## src/rtl/cmd_pkg.sv

```systemverilog
// Shared definitions for the host/copter command link: opcodes, the
// positive-acknowledge byte and the initiator-side FSM states.
package cmd_pkg;

  typedef enum logic [7:0] {
    OP_PITCH     = 8'h02,
    OP_ROLL      = 8'h03,
    OP_YAW       = 8'h04,
    OP_THRUST    = 8'h05,
    OP_CALIBRATE = 8'h06,
    OP_EMER_LAND = 8'h07,
    OP_MOTORS_OFF = 8'h08
  } opcode_t;

  localparam logic [7:0] POS_ACK = 8'hA5;

  typedef enum logic [2:0] {
    IDLE,
    TX_CMD,
    TX_HI,
    TX_LO,
    WAIT_RESP
  } state_t;

endpackage

```

## src/rtl/remote_cmd_tx_resp_tmr.sv

```systemverilog
// Clearable saturating counter; expired is high once the count sits at
// TERM_CNT-1, and it stays there until cleared.
module resp_tmr #(
  parameter int TERM_CNT = 4096
) (
  input  logic clk,
  input  logic rst,
  input  logic clr,
  output logic expired
);

  localparam int W = $clog2(TERM_CNT);
  localparam logic [W-1:0] LAST = W'(TERM_CNT - 1);

  logic [W-1:0] count;

  always_ff @(posedge clk) begin
    if (rst || clr) begin
      count <= '0;
    end else if (count != LAST) begin
      count <= count + W'(1);
    end
  end

  assign expired = (count == LAST);

endmodule

```

## src/rtl/remote_cmd_tx.sv

```systemverilog
// Command initiator: sends opcode, data[15:8], data[7:0] over a byte UART,
// then waits (with timeout) for the copter's single response byte.
module remote_cmd_tx
  import cmd_pkg::*;
#(
  parameter int          TIMEOUT = 4096,
  parameter logic [7:0]  POS_ACK = cmd_pkg::POS_ACK
) (
  input  logic        clk,
  input  logic        rst,
  input  logic        snd_cmd,
  input  logic [7:0]  cmd,
  input  logic [15:0] data,
  output logic        busy,
  output logic [7:0]  tx_data,
  output logic        trmt,
  input  logic        tx_done,
  input  logic        rx_rdy,
  input  logic [7:0]  rx_data,
  output logic        clr_rx_rdy,
  output logic [7:0]  resp,
  output logic        resp_rdy,
  output logic        ack,
  output logic        timeout,
  output state_t      dbg_state
);

  state_t      state;
  logic [15:0] data_q;
  logic        expired;
  logic        tmr_clr;

  // Timer runs only while waiting; leaving TX_LO therefore starts it at zero.
  assign tmr_clr   = (state != WAIT_RESP);
  assign dbg_state = state;

  resp_tmr #(.TERM_CNT(TIMEOUT)) u_resp_tmr (
    .clk     (clk),
    .rst     (rst),
    .clr     (tmr_clr),
    .expired (expired)
  );

  always_ff @(posedge clk) begin
    if (rst) begin
      state      <= IDLE;
      data_q     <= '0;
      busy       <= 1'b0;
      trmt       <= 1'b0;
      tx_data    <= 8'h00;
      clr_rx_rdy <= 1'b0;
      resp       <= 8'h00;
      resp_rdy   <= 1'b0;
      ack        <= 1'b0;
      timeout    <= 1'b0;
    end else begin
      trmt       <= 1'b0;
      clr_rx_rdy <= 1'b0;
      resp_rdy   <= 1'b0;
      case (state)
        IDLE: begin
          // Acceptance also flushes any stale byte left in the receiver.
          if (snd_cmd) begin
            data_q     <= data;
            tx_data    <= cmd;
            trmt       <= 1'b1;
            busy       <= 1'b1;
            clr_rx_rdy <= 1'b1;
            ack        <= 1'b0;
            timeout    <= 1'b0;
            state      <= TX_CMD;
          end
        end
        TX_CMD: begin
          if (tx_done) begin
            trmt    <= 1'b1;
            tx_data <= data_q[15:8];
            state   <= TX_HI;
          end
        end
        TX_HI: begin
          if (tx_done) begin
            trmt    <= 1'b1;
            tx_data <= data_q[7:0];
            state   <= TX_LO;
          end
        end
        TX_LO: begin
          if (tx_done) begin
            state <= WAIT_RESP;
          end
        end
        WAIT_RESP: begin
          // A byte arriving on the expiry cycle still counts as a response.
          if (rx_rdy) begin
            resp       <= rx_data;
            ack        <= (rx_data == POS_ACK);
            timeout    <= 1'b0;
            resp_rdy   <= 1'b1;
            clr_rx_rdy <= 1'b1;
            busy       <= 1'b0;
            state      <= IDLE;
          end else if (expired) begin
            timeout  <= 1'b1;
            ack      <= 1'b0;
            resp_rdy <= 1'b1;
            busy     <= 1'b0;
            state    <= IDLE;
          end
        end
        default: state <= IDLE;
      endcase
    end
  end

endmodule

```

## config.mk

```make
export PLATFORM = sky130hd
export DESIGN_NAME = remote_cmd_tx
export DESIGN_NICKNAME = d
export VERILOG_FILES = /design/src/rtl/cmd_pkg.sv /design/src/rtl/remote_cmd_tx_resp_tmr.sv /design/src/rtl/remote_cmd_tx.sv
export SDC_FILE = /design/constraint.sdc
export NUM_CORES = 1
export LEC_CHECK = 0
export CAP_MARGIN = 5
export CORE_ASPECT_RATIO = 0.8
export CORE_UTILIZATION = 43
export DETAILED_ROUTE_END_ITERATION = 12
export GPL_ROUTABILITY_DRIVEN = 0
export PLACE_DENSITY = 0.75
export SLEW_MARGIN = 25
export SYNTH_ARGS = -nofsm -noshare
export SYNTH_HDL_FRONTEND = slang
export SYNTH_SLANG_ARGS = --single-unit
```

## constraint.sdc

```tcl
create_clock -name clk -period 1.4 [get_ports clk]
set_input_delay 0.28 -clock clk [delete_from_list [all_inputs] [get_ports clk]]
set_output_delay 0.28 -clock clk [all_outputs]
set_load 0.01 [all_outputs]
```

# Yosys cells after proc, flatten, opt, wreduce, memory -nomap -nowiden
# Cells that the tools add are included.
# word_totals
register_bits	53
inputBits	37
wordCells	65
# classes
add_sub_neg	1
bitwise_logic	1
n_eq_ne	13
reduce_logical	11
muxes	28
# op_table
operator	n
$mux 8	3
$pmux 8 s3	1
$mux 3	6
$pmux 3 s5	1
$add 12x1->12 const B	1
$eq 12x12->1 const B	1
$mux 1	12
$ne 12x12->1 const B	1
$pmux 1 s2	5
$eq 8x8->1 const B	1
$ne 2x2->1 const B	4
$eq 3x2->1 const B	2
$ne 3x3->1 const B	2
$reduce_and 5->1	1
$reduce_and 2->1	2
$reduce_and 4->1	1
$reduce_or 2->1	2
$eq 3x1->1 const B	1
$eq 3x3->1 const B	1
$logic_not 3->1	1
$reduce_and 3->1	1
$reduce_bool 3->1	1
$reduce_bool 2->1	1
$logic_or 1x1->1	1
$not 1->1	1

# Depth between registers and ports, before layout
# logic_depth
ltp_word	4
ltp_mapped	7
depth_no_buf	5

# By module
# Synthesis repeated with hierarchy kept, for this count alone.
# unflattened
hier_cells	255
area_unflattened_um2	2247.2
# modules_own_cells
mod	instances	cells_each	area_per_inst_um2	seq_area_each_um2
remote_cmd_tx	1	189	1672.9	820.8
resp_tmr	1	66	574.3	240.2

# Worst setup path after synthesis
# OpenSTA, ideal clock, no wires.
# synth_path
path_type	register to register
from	reg state[0] (netlist: dbg_state[0])
to	reg data_q[13]
period_less_slack_ps	1551
arrival_ps	1416
slack_ps	-151
setup_time_ps	135
path_stages_with_launch	8
cell_sequence	dfxtp_1 buf_6 or3b_4 and3_4 buf_6 buf_8 nand2_1 a21oi_1
# synth_via
elab_chain_cells	2
# synth_rtl
element	line	text
start: declaration	remote_cmd_tx.sv:28	state_t state;
start signal: assignment	remote_cmd_tx.sv:46	state <= IDLE;
start signal: assignment	remote_cmd_tx.sv:71	state <= TX_CMD;
start signal: assignment	remote_cmd_tx.sv:78	state <= TX_HI;
$logic_not 3->1	remote_cmd_tx.sv:60	case (state)
$reduce_and 2->1 (no line)	-	
end signal: assignment	remote_cmd_tx.sv:64	data_q <= data;
end: declaration	remote_cmd_tx.sv:29	logic [15:0] data_q;
# No other way between the ends.
# A chain may end at the register's enable or synchronous reset.

# Worst setup path after layout
# layout_path
from	reg state[1] (netlist: dbg_state[1])
to	reg clr_rx_rdy
# layout_via
elab_chain_cells	2
# layout_rtl
element	line	text
$eq 3x3->1 / $logic_not 3->1 (equally long branches)	remote_cmd_tx.sv:60	
$pmux 1 s2 (*)	remote_cmd_tx.sv:60	
end signal: assignment	remote_cmd_tx.sv:51	clr_rx_rdy <= 1'b0;
end signal: assignment	remote_cmd_tx.sv:58	clr_rx_rdy <= 1'b0;
end signal: assignment	remote_cmd_tx.sv:68	clr_rx_rdy <= 1'b1;
end: declaration	remote_cmd_tx.sv:20	output logic clr_rx_rdy,
# Mark *: on every way between the ends. The rest lies on a longest branch, timed or not.

==> impl_results.md <==
* Via count at 2464
* Final WS setup at -116.5 ps
* Endpoints failing setup at 27
* First-pass GRT wire length at 10610 µm
* Top cell type's share of synthesized area at 45.71%
* Mapped Cells at 263
* Proportion of layout cells with a drive suffix above 1 at 38.08%
* Commonest non-fill, non-tap cell in the layout: dfxtp_1
* Cell variety after synth at 51
* Top cells by area, synth: dfxtp_1, nand2_1, a21oi_1
* Post-synthesis sequential area ratio at 45.71%
* Worst-path clk slew at 100 ps
* DP Worst Slack at -401.5 ps
* CTS tree: yes
* Initial core utilization at 45.57%
* Final wirelength at 7495 µm
* Worst-Skew Late Latency at 320 ps
* Dpl cells at 406
* Synthesized area at 2321 µm²
* PortBufs at 61
* Syn_nets at 301
* Pre-antenna DRT Iters at 11
* Failing checks: DRC, setup timing
* Worst IR Drop VDD at 541.6 µV
* Worst-Margin Slew at 369.0 ps
* F_max at 659.4 MHz
* CTS Buf Count at 5
* Root Buffer: clkbuf_8
* Crit path arrival time at 1700 ps
* Max Cap Viol at 0
* CP Data Required Time at 1580 ps
* Clk sinks at 53
* IO Count at 62
* PD cells at 964.0 nW/µm²
* DRC Markers at 6
* # rows at 23
* Number of global-route vias before repair at 2122
* Status: finished with violations
* Most frequent cells in the layout: dfxtp_1, buf_4, nand2_1, clkdlybuf4s50_1, dlygate4sd2_1
* Chip height at 67.71 µm
* Top cell type by total area after synthesis: dfxtp_1
* Vias per cell at 5.770
* Yosys warnings at 0
* Final ANT Viol Nets at 0
* Layout Utilization at 73.57%
* Hold buffer count at cts at 0
* Initial antenna violation count at 0
* Share of flip-flops with an asynchronous set or reset at 0%
* Clock H-tree levels at 2
* Mean area per synthesized cell at 8.825 µm²
* EDFF count, synth at 0
* RSZ-0062 raised after global routing: yes
* Nets at 402
* Clk buf depth at 2
* Area grow syn2layout at 61.46%
* GRT Resource Usage Total at 24.39%
* Core area at 5094 µm²
* Final-report hold violation count at 0
* Slew Limit Fails at 0
* Worst-path fanout max at 8
* Crit path launch type: flip-flop
* Period utilization at 108.3%
* Leak at 1.459 nW
* Max-Slew Margin vs Limit at 75.06%
* Ys flop type: dfxtp_1
* Hold crit path type: reg2reg
* Die ar. at 5697 µm²
* Clock Skews at 15.43 ps
* Fill count at 343
* CP Capture Type: flip-flop
* Largest net degree at the start of global routing at 19
* Hold_ws at 457.9 ps
* Detail Placement HPWL at 4519 µm
* Yosys reg bits at 53
* Min Tclk post-route at 1516 ps
* Final Non-Filler Cells at 427
* CP Class: reg2reg
* First DRT Iteration DRCs at 225
* Ant. Diodes at 0
* Wire per inst at 17.55 µm
* Die Width at 84.14 µm
* Total gr overflow at 0
==> cells in the mapped netlist, drive strengths merged, types with 3 or more instances <==
library cell	count
dfxtp	53
clkbuf	4
buf	10
nor3	3
a21oi	37
and3	3
a31oi	4
o22a	8
o21ai	4
nand4	4
o221ai	8
inv	5
nand2	62
nor2	12
xnor2	3
nand3	8
==> critical path: stages (launching register included) <==
cell and delay [ps]:
dfxtp_4 390, buf_4 140, nor2_4 220, nand3_4 160, a2111oi_1 460
==> layout make-up <==
| class | count | area, µm² | area share (%) |
|---|---|---|---|
| clock buffer | 5 | 68.82 | 1.836 |
| inverter | 5 | 18.77 | 0.5008 |
| multi-input combinational | 191 | 1463 | 39.03 |
| sequential | 53 | 1076 | 28.71 |
| timing repair buffer | 108 | 978.4 | 26.11 |
| tap | 62 | 77.57 | 2.070 |
| clock inverter | 3 | 65.06 | 1.736 |
==> per-layer routing <==
layer | global-route usage, % | vias to the layer above | wire (µm) | part of all wire (%)
met3 | 5.379 | 11 | 608 | 8.1
li1 | - | 1146 | - | -
met1 | 33.83 | 1173 | 3399 | 45
met5 | 0 | - | 0 | 0
met2 | 37.40 | 134 | 3387 | 45
met4 | 9.052 | 0 | 99 | 1.3
==> sequential cells by signal, indices dropped and copies added, names as in the netlist, 3 cells and up <==
signal	flops
dbg_state	3
tx_data	8
resp	8
u_resp_tmr.count	12
data_q	16
==> what timing repair did <==
item / 4_1_cts / 5_1_grt
endpoints found under the hold margin: 0 / 0
pin swaps: 29 / 21
buffers inserted: 5 / 6
cloned: 2 / 1
gates resized for setup: 66 / 42
endpoints found under the setup margin: 54 / 36
==> kinds of logic (layout without fill, tap and decap cells) <==
logic type	after synthesis	after routing	synth area share (%)
AOI/OAI and AO/OA	74	75	22.21
buffers and inverters	21	121	6.037
xor gates and xnor gates	5	5	1.887
DFF	53	53	45.71
muxes	3	3	1.348
and+or+nand+nor	106	107	22.26
adders and majority gates	1	1	0.5390
==> through the flow <==
step	TNS (ps)	power, mW	instance area [µm²]
floorplan	-987.3	1.962	2365
global placement	-5642	2.237	3213
detailed placement	-6332	2.243	3213
CTS	-857.1	3.504	3497
global route	-2897	3.739	3747
finish	-1128	3.613	3747
==> path summary, 6_finish.rpt <==
kind | start | to | slack, ps | depth (start not counted)
hold / removal | resp[7] | resp[7] | 460 | 2
setup reg to reg | dbg_state[1] | clr_rx_rdy | -120 | 4
setup / recovery | dbg_state[1] | clr_rx_rdy | -120 | 4
hold reg to reg | resp[7] | resp[7] | 460 | 2
==> report_power, final <==
| group | total (mW) | switching, mW | internal [mW] | leakage, nW |
|---|---|---|---|---|
| combinational | 0.741 | 0.366 | 0.375 | 0.954 |
| clock | 1.23 | 0.521 | 0.711 | 0.0681 |
| sequential | 1.64 | 0.0592 | 1.58 | 0.436 |
| total | 3.61 | 0.946 | 2.67 | 1.46 |
(Power assumes the default switching activity.)
